===== config.mk =====
export PLATFORM = sky130hd
export DESIGN_NAME = word_serializer
export DESIGN_NICKNAME = d
export VERILOG_FILES = /design/src/rtl/word_serializer_pkg.sv /design/src/rtl/word_serializer.sv
export SDC_FILE = /design/constraint.sdc
export NUM_CORES = 1
export LEC_CHECK = 0
export ABC_CLOCK_PERIOD_IN_PS = 4660
export BUFFER_PORTS_ARGS = -buffer_cell sky130_fd_sc_hd__buf_2
export CORE_ASPECT_RATIO = 1.75
export CORE_MARGIN = 5
export CORE_UTILIZATION = 45
export DETAILED_ROUTE_END_ITERATION = 10
export PLACE_DENSITY = 0.73
export SLEW_MARGIN = 15
export SYNTH_ARGS = -nofsm -noshare
export SYNTH_HDL_FRONTEND = slang
export SYNTH_SLANG_ARGS = --single-unit

===== constraint.sdc =====
create_clock -name clk_i -period 4.66 [get_ports clk_i]
set_clock_uncertainty 0.2 [all_clocks]
set_input_delay 0.466 -clock clk_i [delete_from_list [all_inputs] [get_ports clk_i]]
set_output_delay 0.466 -clock clk_i [all_outputs]
set_load 0.02 [all_outputs]

===== src/rtl/word_serializer_pkg.sv =====
// Shared definitions for the word serializer / deserializer pair:
// FSM state encodings and the slice-count / counter-width derivation.
package word_serializer_pkg;

    typedef enum logic [0:0] {
        ST_IDLE  = 1'b0,
        ST_SHIFT = 1'b1
    } ser_state_e;

    function automatic int calc_num_slices(input int data_width, input int out_width);
        calc_num_slices = data_width / out_width;
    endfunction

    // Never returns zero so a counter declared from it is always a legal vector.
    function automatic int calc_cnt_w(input int num_slices);
        calc_cnt_w = (num_slices > 1) ? $clog2(num_slices) : 1;
    endfunction

endpackage


===== src/rtl/word_serializer.sv =====
// Splits one DATA_WIDTH word per input handshake into NUM_SLICES OUT_WIDTH
// slices under valid/ready, reloading on the last slice so words stream gap-free.
module word_serializer
    import word_serializer_pkg::*;
#(
    parameter int DATA_WIDTH = 32,
    parameter int OUT_WIDTH  = 8,
    parameter bit MSB_FIRST  = 1'b0
) (
    input  logic                  clk_i,
    input  logic                  reset_n_i,
    input  logic [DATA_WIDTH-1:0] data_i,
    input  logic                  valid_i,
    output logic                  ready_o,
    output logic [OUT_WIDTH-1:0]  data_o,
    output logic                  valid_o,
    input  logic                  ready_i,
    output logic                  last_o,
    output logic                  busy_o
);

    localparam int NUM_SLICES = calc_num_slices(DATA_WIDTH, OUT_WIDTH);
    localparam int CNT_W      = calc_cnt_w(NUM_SLICES);
    localparam logic [CNT_W-1:0] LAST_CNT = CNT_W'(NUM_SLICES - 1);

    if ((NUM_SLICES < 2) || ((DATA_WIDTH % OUT_WIDTH) != 0)) begin : g_bad_params
        $error("word_serializer: DATA_WIDTH must be a multiple of OUT_WIDTH giving at least 2 slices");
    end

    ser_state_e            state_r;
    ser_state_e            state_nxt_s;
    logic [DATA_WIDTH-1:0] shift_r;
    logic [DATA_WIDTH-1:0] shift_nxt_s;
    logic [DATA_WIDTH-1:0] shifted_s;
    logic [CNT_W-1:0]      cnt_r;
    logic [CNT_W-1:0]      cnt_nxt_s;
    logic                  in_hs_s;
    logic                  out_hs_s;

    // The output end of the shift register depends on slice order; shifting
    // always moves the next slice into that end and zero-fills behind it.
    if (MSB_FIRST) begin : g_msb_first
        assign shifted_s = {shift_r[DATA_WIDTH-OUT_WIDTH-1:0], {OUT_WIDTH{1'b0}}};
        assign data_o    = shift_r[DATA_WIDTH-1 -: OUT_WIDTH];
    end else begin : g_lsb_first
        assign shifted_s = {{OUT_WIDTH{1'b0}}, shift_r[DATA_WIDTH-1:OUT_WIDTH]};
        assign data_o    = shift_r[OUT_WIDTH-1:0];
    end

    assign valid_o = (state_r == ST_SHIFT);
    assign busy_o  = valid_o;
    assign last_o  = (state_r == ST_SHIFT) && (cnt_r == LAST_CNT);

    // ready_i feeds ready_o combinationally so a new word lands on the final slice's edge.
    assign ready_o  = (state_r == ST_IDLE) || (last_o && ready_i);
    assign in_hs_s  = valid_i && ready_o;
    assign out_hs_s = valid_o && ready_i;

    // Next-state, shift-register and slice-counter logic.
    always_comb begin
        state_nxt_s = state_r;
        shift_nxt_s = shift_r;
        cnt_nxt_s   = cnt_r;
        case (state_r)
            ST_IDLE: begin
                if (in_hs_s) begin
                    shift_nxt_s = data_i;
                    cnt_nxt_s   = '0;
                    state_nxt_s = ST_SHIFT;
                end else begin
                    shift_nxt_s = '0;
                    cnt_nxt_s   = '0;
                end
            end
            ST_SHIFT: begin
                if (out_hs_s) begin
                    if (cnt_r != LAST_CNT) begin
                        shift_nxt_s = shifted_s;
                        cnt_nxt_s   = cnt_r + CNT_W'(1);
                    end else if (in_hs_s) begin
                        shift_nxt_s = data_i;
                        cnt_nxt_s   = '0;
                    end else begin
                        shift_nxt_s = '0;
                        cnt_nxt_s   = '0;
                        state_nxt_s = ST_IDLE;
                    end
                end else begin
                    state_nxt_s = ST_SHIFT;
                end
            end
            default: begin
                state_nxt_s = ST_IDLE;
                shift_nxt_s = '0;
                cnt_nxt_s   = '0;
            end
        endcase
    end

    // State, shift register and counter; reset mid-word drops the remaining slices.
    always_ff @(posedge clk_i or negedge reset_n_i) begin
        if (!reset_n_i) begin
            state_r <= ST_IDLE;
            shift_r <= '0;
            cnt_r   <= '0;
        end else begin
            state_r <= state_nxt_s;
            shift_r <= shift_nxt_s;
            cnt_r   <= cnt_nxt_s;
        end
    end

endmodule


==> metrics <==
share of the yosys chip area belonging to registers 52.5%; pin count of the biggest net entering global routing 50; kind of path behind the tightest hold check primary input to async pin; Synth Cell Area 1670 um^2; type of element capturing the critical path output pin; DP Cell Count 245; Max-Cap Viols 0; result of the run finished, final reports clean; Area growth syn-to-layout 13.3%; clock root buffer master clkbuf_8; most area-hungry cell type in the Yosys netlist dfrtp_1; ratio of cells with drive above 1 in the final layout 27.5%; Post-Layout Cell Count 253; Worst Tran Pin Value 950 ps; Hold Buf Count CTS 0; Slew Viols, Final 0; most common cell after layout, fill and taps aside buf_2; total length of routed wires between 3 and 4 mm; I/O pins 48; clock-pin slew on the worst setup and hold paths roughly 70 ps; effective utilization at floorplan roughly 46%; drt first-iter violations 24; WS Path Type flip-flop to output pin; static leakage 0.883 nW; post-route total power about 1.1 mW; worst slack on hold paths 58.6 ps; horizontal extent of the die 56.0 um; Vert. Die Dim a little over 90 um; CTS Buf Count 5; total global routing track utilization around 14%; vias in the first global route 1268; count of fill cells added during filler insertion 342; average wire per standard cell roughly 13 um; final-stage net count 243; mean area per synthesized cell 9.43 um^2; power per unit of standard cell area about 590 nW/um^2; final weighted congestion of routability-driven global placement 0.720; clock insertion delay at the later pin of the skew report 280 ps; TritonCTS clock tree built; area of the core 3590 um^2; number of diodes added for antenna fixing 0; standard-cell row count 29; worst-path fanout max 26; Post-CTS Setup Bufs 0; clock tree sinks 35; critical path arrival 1930 ps; count of state elements after synthesis 35; half-perimeter wire length of the detailed placement result 2.38 mm; Sequential cell area 876 um^2; maximum level of the CTS H-tree 2; total number of vias 1268; r2r setup slk 2520 ps; Critical Path Start Type flip-flop; largest cells by area after synthesis dfrtp_1 52%, a31oi_1 9.0%, nand3_1 7.2%; post-cts resize count 0; endpoints failing setup 0; Total Die Area 5070 um^2; residual overflow from global routing 0; initial antenna violation count 0; multi-input combinational cell area 622 um^2; number of buffer cells added on primary ports 47; setup repair after global routing missed its margin false; syn nets ~210; yosys warns 0; via density per instance 5.01; buffers from clock root to sink, at most 2; post-route DRC violation count 0; highest-count cells in the layout ignoring fill and taps 47 x buf_2, 35 x dfrtp_1, 25 x nor2_1; Tmin final 2590 ps; required time reported for the critical path endpoint about 4000 ps; Gate Count Post-Synth 177; final clock period utilization by the worst path approximately 56%; Max Freq 0.386 GHz; post-synthesis cell type count 18; slew margin rel. ~36%; number of nets with antenna violations after routing 0; summed negative setup slack over all endpoints 0 ps; global-route wire length before repair around 5.6 mm; worst vdd rail ir drop 0.330 mV; Final Hold Viols 0; iteration count of the initial detailed-routing pass 4; area share of the largest cell type after synthesis 52.5%
final cells by class:
type                    instances  share of cell area [%]
clock buffers                   8                    5.29
multi-input cells             117                    32.9
flip-flops and latches         35                    46.3
well taps                      46                    3.04
repair buffers                 47                    12.4
state kept, by name (all words and copies together), names as in the netlist:
| name | flops |
|---|---|
| busy_o | 1 |
| cnt_r | 2 |
| shift_r | 32 |
critical path, stage by stage, from the launching register on:
cell and delay (ps):
dfrtp_1 390, ha_1 230, nor2b_2 750, nor2_1 80, buf_2 200
routing by layer:
layer | GRT usage [%] | vias up | share of wire, %
met5 | 0 | - | 0
met4 | 6.53 | 0 | 1.6
met2 | 23.1 | 31 | 53
met3 | 4.72 | 4 | 5.7
li1 | - | 658 | -
met1 | 15.8 | 575 | 40
per-stage QoR:
| stage | setup slack [ps] | instance area (um^2) | util (%) |
|---|---|---|---|
| after floorplan | 2780 | 1670 | - |
| after global placement | 2380 | 1790 | 49.8 |
| after detailed placement | 2350 | 1790 | 49.8 |
| after CTS | 2020 | 1890 | 52.6 |
| after global routing | 1880 | 1890 | 52.6 |
| final | 2070 | 1890 | 52.6 |
cell usage after synthesis:
master,n
buf_6,4
nor2b_1,3
mux2i_1,1
nand3_1,24
xor2_1,1
or3_1,1
a31oi_1,24
and2_1,2
buf_2,9
ha_1,1
buf_4,11
dfrtp_1,35
nand2_1,24
clkbuf_1,1
a22o_1,8
and3_4,1
nor2_1,25
nand2b_1,2
power breakdown:
part	internal, mW	total (mW)	switching (mW)
logic	0.148	0.404	0.256
registers	0.416	0.473	0.0576
clock network	0.135	0.235	0.0998
total	0.699	1.11	0.413
final timing paths:
path	to	startpoint	depth (start not counted)
setup / recovery	ready_o	cnt_r[0]$_DFFE_PN0P_	4
hold / removal	shift_r[5]$_DFFE_PN0P_	reset_n_i	1
setup reg to reg	shift_r[31]$_DFFE_PN0P_	cnt_r[0]$_DFFE_PN0P_	4
hold reg to reg	shift_r[26]$_DFFE_PN0P_	shift_r[26]$_DFFE_PN0P_	1
max in group asynchronous	shift_r[11]$_DFFE_PN0P_	reset_n_i	1
min in group clk_i	shift_r[26]$_DFFE_PN0P_	data_i[26]	2
cell families (layout without fill, tap and decap cells):
family	count (synthesis)	after routing	share of synthesized area (%)
and+or+nand+nor	82	82	21.9
DFF	35	35	52.5
AOI/OAI and AO/OA	32	32	13.2
buffers and inverters	25	55	10.6
adders and majority gates	1	1	0.750
xor gates and xnor gates	1	1	0.525
muxes	1	1	0.600
(Power assumes the default switching activity.)
